File: src/rtl/mem_pkg.sv
// Shared definitions for the memory read checker.
//   DEF_ADDR_W / DEF_DATA_W : default address and payload widths
//   state_t                 : checker FSM state encoding
//   parity_err()            : even-parity check used by the checker, the memory
//                             model and the benches. It returns 1 when the word
//                             (payload plus parity MSB) has odd parity.
package mem_pkg;

  localparam int DEF_ADDR_W = 16;
  localparam int DEF_DATA_W = 8;
  localparam int PAR_MAX_W  = 64;

  typedef enum logic [1:0] {
    IDLE  = 2'd0,
    RUN   = 2'd1,
    DRAIN = 2'd2,
    DONE  = 2'd3
  } state_t;

  // Callers zero-extend the word to PAR_MAX_W bits. Zero padding does not
  // change the XOR reduction.
  function automatic logic parity_err(input logic [PAR_MAX_W-1:0] word);
    return ^word;
  endfunction

endpackage

File: src/rtl/mem_rd_addr_gen.sv
// Address sequencing for a memory scan.
//   clk, rst_n   : clock and asynchronous active-low reset
//   load         : latch start_addr / num_words at the beginning of a scan
//   start_addr   : first address of the scan
//   num_words    : number of words to read
//   advance      : a read is issued this cycle
//   address      : current read address (holds its value when no read is issued)
//   last         : the read issued this cycle is the final one of the scan
//   addr_p1      : address of the read issued in the previous cycle
//   vld_p1       : a read was issued in the previous cycle, so data_out is valid now
module mem_rd_addr_gen
  import mem_pkg::*;
#(
  parameter int ADDR_W = DEF_ADDR_W
) (
  input  logic              clk,
  input  logic              rst_n,
  input  logic              load,
  input  logic [ADDR_W-1:0] start_addr,
  input  logic [15:0]       num_words,
  input  logic              advance,
  output logic [ADDR_W-1:0] address,
  output logic              last,
  output logic [ADDR_W-1:0] addr_p1,
  output logic              vld_p1
);

  logic [15:0] remaining;

  assign last = (remaining == 16'd1);

  // The counter does not step past the final read, so the address keeps the
  // last address that was read while the strobe is low.
  always_ff @(posedge clk or negedge rst_n) begin
    if (!rst_n) begin
      address   <= '0;
      remaining <= '0;
      vld_p1    <= 1'b0;
    end else begin
      vld_p1 <= advance;
      if (load) begin
        address   <= start_addr;
        remaining <= num_words;
      end else if (advance) begin
        remaining <= remaining - 16'd1;
        if (!last) address <= address + 1'b1;
      end
    end
  end

  // Stage p1: in-flight address, lined up with the returning data word
  always_ff @(posedge clk) begin
    addr_p1 <= address;
  end

endmodule

File: config.mk
export PLATFORM = sky130hd
export DESIGN_NAME = mem_rd_addr_gen
export DESIGN_NICKNAME = d
export VERILOG_FILES = /design/src/rtl/mem_pkg.sv /design/src/rtl/mem_rd_addr_gen.sv
export SDC_FILE = /design/constraint.sdc
export NUM_CORES = 1
export LEC_CHECK = 0
export ABC_AREA = 0
export ABC_CLOCK_PERIOD_IN_PS = 2990
export CORE_MARGIN = 2
export CORE_UTILIZATION = 34
export CTS_CLUSTER_SIZE = 30
export DETAILED_ROUTE_END_ITERATION = 7
export SLEW_MARGIN = 20
export SYNTH_ARGS = -nofsm -noshare
export SYNTH_HDL_FRONTEND = slang
export SYNTH_SLANG_ARGS = --single-unit
File: constraint.sdc
create_clock -name clk -period 2.99 [get_ports clk]
set_clock_uncertainty 0.15 [all_clocks]
set_input_delay 0.299 -clock clk [delete_from_list [all_inputs] [get_ports clk]]
set_output_delay 0.299 -clock clk [all_outputs]
set_load 0.05 [all_outputs]
==> flow_summary.rst, run 1 <==
.. list-table::
   :header-rows: 1

   * - Metric
     - Value
   * - All-layer global routing usage
     - 15.76%
   * - Proportion of netlist area held by the largest area contributor
     - 35.91%
   * - Starting Density
     - 35.61%
   * - Remaining number of nets flagged by the antenna check after routing
     - 0
   * - Length of the first detailed-routing pass in iterations
     - 4
   * - Worst IR Drop VDD
     - 0.3009 mV
   * - Critical Path Start Type
     - flip-flop
   * - Count of standard-cell rows
     - 29
   * - Clock insertion delay at the later pin of the skew report
     - 0.32 ns
   * - Achievable Freq
     - 400.5 MHz
   * - Maximum number of pins on one net before global-route repair
     - 35
   * - Top cells by area in the synthesized netlist
     - dfrtp_1 36%, dfxtp_1 14%, or4_1 3.9%
   * - Final slew viol count
     - 0
   * - Filler cell count in the final layout
     - 629
   * - Antenna diode instance count
     - 0
   * - Cell area after synthesis
     - 2300 sq um
   * - Number of sinks handled by clock tree synthesis
     - 49
   * - Post-synthesis instance total
     - 236
   * - Max transition margin
     - 66.24%
   * - DRC Markers
     - 0
   * - EDFF count, synth
     - 0
   * - Number of DRC markers in iteration 0
     - 62
   * - MaxCap Viol Count
     - 0
   * - Accumulated negative setup slack
     - 0 ns
   * - Final setup viols
     - 0
   * - Yosys warning count
     - 0
   * - Number of clock buffers inserted by TritonCTS
     - 5
   * - Final-report hold violation count
     - 0
   * - Vias
     - 2048
   * - Worst reg2reg path endpoint
     - address[15]
   * - Fraction of final layout cells with drive strength greater than 1
     - 7.516%
   * - Slew at the pin closest to its max-slew limit
     - 0.5048 ns
   * - RR Startpoint
     - remaining[1]
   * - Vias in the first global route
     - 1895
   * - Die boundary height
     - 86.24 um
   * - Reg clk slew, reported paths
     - 0.10 ns
   * - Post-synth ARST share
     - 67.35%
   * - Arrival time at the worst endpoint
     - 2.05 ns
   * - Die area
     - 7437 sq um
   * - Util after Layout
     - 49.09%
   * - Time the worst path needs with I/O delays and setup
     - 2.497 ns
   * - Sequential fraction of the synthesis area
     - 49.84%
   * - Number of nets produced by synthesis
     - 275
   * - Ports placed on the boundary
     - 70
   * - Most used standard cells in the synthesized netlist
     - 33 x dfrtp_1, 21 x nand2_1, 17 x o21ai_0
   * - Average wire length per cell after detail routing
     - 14.97 um
   * - Area growth syn-to-layout
     - 37.87%
   * - RSZ-0062 raised after global routing
     - no
   * - Number of gates resized after cts
     - 0
   * - Flop2flop setup slack
     - 0.76 ns
   * - Clock tree from TritonCTS
     - built
   * - Post-layout net count
     - 344
   * - Hold/Removal Path Class
     - in -> async
   * - Post-CTS Hold Fix Bufs
     - 0
   * - Count of cells along the worst register-to-register path
     - 7
   * - Total detailed-routing wirelength
     - 5734 um
   * - Synth unique cells
     - 45
   * - Cell at the root of the clock tree
     - clkbuf_8
   * - Synth Register Bits
     - 49
   * - Post-detailed-route via-to-cell ratio
     - 5.347
   * - Area of the core
     - 6459 sq um
   * - CP max FO
     - 3
   * - First-pass GRT wire length
     - 9232 um
   * - Global placer's final weighted congestion
     - 0.7814
   * - Antenna violations before repair
     - 0
   * - Cell type with the largest total area after synthesis
     - dfrtp_1
   * - Overflow left after global routing
     - 0
   * - Leakage power of the design
     - 0.001203 uW
   * - Largest buffer count on any clock path
     - 2
   * - Most common flop cell mapped by yosys
     - dfrtp_1
   * - Data required time of the critical path
     - 2.54 ns
   * - Count of buffers inserted at the top-level ports
     - 69
   * - Final worst-path cycle share
     - 83.50%
   * - Mean instance size in the synthesized netlist
     - 9.745 sq um
   * - P per Cell Area
     - 541.5 nW/um^2
   * - Cell with the most instances after synthesis
     - dfrtp_1
   * - Kind of critical path
     - reg -> out
   * - Htree depth
     - 2
   * - Post CTS Setup Buffer Count
     - 0
   * - Kind of capture point of the worst setup path
     - output port
   * - Half-perimeter wire length of the detailed placement result
     - 4038 um
   * - X dimension of the die
     - 86.24 um
   * - Run status
     - finished, final reports clean
-- layout by cell type (no fill, tap or decap), types with 2 or more instances in the layout --
cell type,instances
or4_1,12
dfrtp_1,33
o311a_1,2
o31a_1,2
buf_4,8
clkbuf_8,5
nand4_1,6
nor2_1,14
o21ai_1,2
xnor2_1,9
or3_1,7
nor3_1,8
or2_2,2
nand3_1,14
a31oi_1,10
nand2_1,21
o21ai_0,17
clkinv_1,2
xor2_1,4
o211ai_1,2
ha_1,3
a221o_1,2
dfxtp_1,16
inv_1,5
o31ai_1,5
clkdlybuf4s50_1,68
nor4_1,7
-- worst max-delay path, stage by stage (launching register included) --
cell,delay (ns)
dfrtp_1,0.41
inv_1,0.11
ha_1,0.15
or4b_4,0.49
nor4_1,0.32
buf_4,0.28
-- metrics by stage --
stage	instances	area (sq um)	worst slack (ns)	hold WS, ns	total power (uW)
final	383	3171	0.4934	0.2491	1717
after CTS	383	3171	0.5113	0.2679	1730
after global placement	375	3063	0.4136	0.2583	1271
after global routing	383	3171	0.4371	0.2951	1792
after detailed placement	375	3063	0.3382	0.2753	1276
after floorplan	236	2300	0.02827	-0.1466	1083
-- routing by layer --
metal  global-route usage, %  up-vias  part of all wire (%)
met3                   3.714        8                   6.5
met5                       0        -                     0
met4                   4.688        0                   1.2
li1                        -     1012                     -
met2                   25.44       66                    47
met1                   21.17      962                    46
-- registers in the layout, indices dropped and copies added (netlist names) --
name,cells
addr_p1,16
address,16
remaining,16
vld_p1,1
-- cell type report --
| type | instances | area (sq um) | area share (%) |
|---|---|---|---|
| Sequential cell | 49 | 1146 | 36.15 |
| Multi-Input combinational cell | 166 | 1054 | 33.23 |
| Timing Repair Buffer | 76 | 740.7 | 23.36 |
| Tap cell | 77 | 96.34 | 3.039 |
| Clock buffer | 6 | 93.84 | 2.960 |
| Inverter | 7 | 26.28 | 0.8287 |
| Clock inverter | 2 | 13.76 | 0.4341 |
-- worst max-delay path by stage --
stage / start / to
5_1_grt: remaining[1] / last
2_1_floorplan: remaining[3] / last
6_report: remaining[1] / last
4_1_cts: remaining[1] / last
3_5_place_dp: advance / remaining[13]
3_3_place_gp: advance / remaining[13]
-- kinds of logic after synthesis --
kind of cell	share of synthesized area, %
AOI/OAI and AO/OA	12.57
DFF	49.84
muxes	0.9249
adders and majority gates	1.632
and+or+nand+nor	25.74
xor gates and xnor gates	4.951
buffers and inverters	4.353
-- power breakdown --
| part | switching (uW) | total [uW] | leakage (uW) | internal (uW) |
|---|---|---|---|---|
| Sequential | 68.0 | 795 | 0.000524 | 727 |
| Clock | 240 | 458 | 0.0000567 | 218 |
| Combinational | 280 | 464 | 0.000622 | 184 |
| Total | 588 | 1720 | 0.00120 | 1130 |
Note: power is estimated with default switching activity, not from simulation.
==> run 2: changes to the inputs <==
ABC_CLOCK_PERIOD_IN_PS = 2500   (was 2990)
clock period = 2.5 ns   (was 2.99 ns; I/O delays follow)
==> flow_summary.rst, run 2 (synthesized netlist as in run 1, its figures left out) <==
.. list-table::
   :header-rows: 1

   * - Metric
     - Value
   * - Worst setup path startpoint
     - remaining[6]
   * - Time the worst path needs with I/O delays and setup
     - 2.332 ns
   * - RR Startpoint
     - remaining[6]
   * - Final-report hold violation count
     - 0 (unchanged)
   * - Util after Layout
     - 50.50% (+1.4 points)
   * - Global placer's final weighted congestion
     - 0.8671 (+11%)
   * - Clock insertion delay at the later pin of the skew report
     - 0.30 ns (-0.02 ns)
   * - Critical Path Start Type
     - flip-flop
   * - Starting Density
     - 35.61% (unchanged)
   * - Vias in the first global route
     - 1991 (+5.1%)
   * - Post-layout net count
     - 351 (+2.0%)
   * - Total detailed-routing wirelength
     - 5808 um (+1.3%)
   * - Count of buffers inserted at the top-level ports
     - 69 (unchanged)
   * - Area growth syn-to-layout
     - 41.84%
   * - Worst reg2reg path endpoint
     - address[13]
   * - Filler-free cell count of the finished design
     - 390 (+1.8%)
   * - Filler cell count in the final layout
     - 624 (-0.79%)
   * - Final worst-path setup slack
     - 0.1678 ns (-0.3256 ns)
   * - Kind of critical path
     - reg -> out
   * - Slowest Stage Delay on Critical Path
     - 0.63 ns (+0.14 ns)
   * - Accumulated negative setup slack
     - 0 ns (unchanged)
   * - Endpoint of the worst setup timing path
     - last
   * - X dimension of the die
     - 86.24 um (unchanged)
   * - Remaining number of nets flagged by the antenna check after routing
     - 0 (unchanged)
   * - All-layer global routing usage
     - 15.94% (+0.17 points)
   * - Pre-CTS setup slack
     - 0.07904 ns (-0.2592 ns)
   * - Hold/Removal Path Class
     - in -> async
   * - Slew at the pin closest to its max-slew limit
     - 0.5153 ns (+0.01056 ns)
   * - Ports placed on the boundary
     - 70 (unchanged)
   * - Data required time of the critical path
     - 2.10 ns (-0.44 ns)
   * - Achievable Freq
     - 428.8 MHz
   * - Leading cell type in the layout, fill and taps excluded
     - clkdlybuf4s50_1
   * - Average wire length per cell after detail routing
     - 14.89 um (-0.53%)
   * - Flop2flop setup slack
     - 0.25 ns (-0.51 ns)
   * - Post CTS Setup Buffer Count
     - 0 (unchanged)
   * - # placed instances
     - 382 (+1.9%)
   * - Final slew viol count
     - 0 (unchanged)
   * - Largest buffer count on any clock path
     - 2 (unchanged)
   * - Length of the first detailed-routing pass in iterations
     - 4 (unchanged)
   * - CP max FO
     - 4 (+1)
   * - Number of sinks handled by clock tree synthesis
     - 49 (unchanged)
   * - Die boundary height
     - 86.24 um (unchanged)
   * - MaxCap Viol Count
     - 0 (unchanged)
   * - Post-route cell area
     - 3262 sq um (+2.9%)
   * - Max transition margin
     - 65.54% (-0.71 points)
   * - Htree depth
     - 2 (unchanged)
   * - Leakage power of the design
     - 0.001240 uW (+3.1%)
   * - Critical Path Slowest Stage Cell
     - or4_1
   * - Vias
     - 2030 (-0.88%)
   * - DRC Markers
     - 0 (unchanged)
   * - Count of standard-cell rows
     - 29 (unchanged)
   * - Largest registers
     - addr_p1 x16, address x16, remaining x16
   * - Run status
     - finished, final reports clean
   * - Maximum number of pins on one net before global-route repair
     - 44 (+26%)
   * - Half-perimeter wire length of the detailed placement result
     - 4214 um (+4.3%)
   * - Cell chain of the critical path
     - or4_1 -> nor4_2 -> buf_12
   * - Number of clock buffers inserted by TritonCTS
     - 5 (unchanged)
   * - Die area
     - 7437 sq um (unchanged)
   * - Final worst-path cycle share
     - 93.29%
   * - Top library cells by usage in the layout, fill and taps aside
     - 68 x clkdlybuf4s50_1, 33 x dfrtp_1, 21 x nand2_1
   * - Arrival time at the worst endpoint
     - 1.93 ns (-0.12 ns)
   * - Antenna violations before repair
     - 0 (unchanged)
   * - Antenna diode instance count
     - 0 (unchanged)
   * - First-pass GRT wire length
     - 9501 um (+2.9%)
   * - P per Cell Area
     - 637.1 nW/um^2 (+18%)
   * - Number of gates resized after cts
     - 0 (unchanged)
   * - Clock tree from TritonCTS
     - built
   * - Post-CTS Hold Fix Bufs
     - 0 (unchanged)
   * - Cell at the root of the clock tree
     - clkbuf_8
   * - Overflow left after global routing
     - 0 (unchanged)
   * - Final setup viols
     - 0 (unchanged)
   * - Kind of capture point of the worst setup path
     - output port
   * - Area of the core
     - 6459 sq um (unchanged)
   * - Reg clk slew, reported paths
     - 0.10 ns (about the same)
   * - Number of DRC markers in iteration 0
     - 74 (+19%)
   * - Count of cells along the worst register-to-register path
     - 4 (-3)
   * - Post-detailed-route via-to-cell ratio
     - 5.205 (-2.7%)
   * - RSZ-0062 raised after global routing
     - no
   * - DP Area
     - 3147 sq um (+2.7%)
   * - Fraction of final layout cells with drive strength greater than 1
     - 9.904% (+2.4 points)
   * - Worst IR Drop VDD
     - 0.2037 mV (-32%)
[run 2: power by group]
part	internal, uW	switching (uW)
Combinational	234	352
Sequential	870	68.6
Clock	285	268
Total	1390	689
[run 2: worst max-delay path, delay by kind of cell (launching register included)]
kind                   cells  cell delay [ns]
flip-flops                 1             0.42
buffers and inverters      1             0.19
AND/OR/NAND/NOR            2             1.02
[run 2: worst min path at each step]
stage | start | end | slack (ns) | cells after the start
after floorplan | rst_n | address[0] | -0.20 | 0
after global placement | address[15] | addr_p1[15] | 0.27 | 0
after detailed placement | address[15] | addr_p1[15] | 0.28 | 0
after CTS | rst_n | address[13] | 0.22 | 2
after global routing | rst_n | address[14] | 0.24 | 2
final | rst_n | address[13] | 0.20 | 2
[run 2: through the flow]
stage	power, uW	hold slack [ns]
after global routing	2186	0.2403
after global placement	1541	0.2725
after CTS	2105	0.2179
final	2078	0.2018
after floorplan	1296	-0.1956
after detailed placement	1546	0.2806
[run 2: area by class of cell]
type	count	area (sq um)	area share, %
Multi-Input combinational cell	166	1060	32.49
Timing Repair Buffer	83	818.3	25.09
Sequential cell	49	1146	35.14
Inverter	7	26.28	0.8055
Tap cell	77	96.34	2.954
Clock buffer	7	107.6	3.299
Clock inverter	1	7.507	0.2301
[run 2: routing by layer]
metal / GRT usage (%) / wire length (um) / up-vias
met5: 0 / 0 / -
met4: 2.415 / 0 / 0
met3: 3.429 / 276 / 0
met2: 28.61 / 2885 / 65
met1: 20.12 / 2646 / 941
li1: - / - / 1024
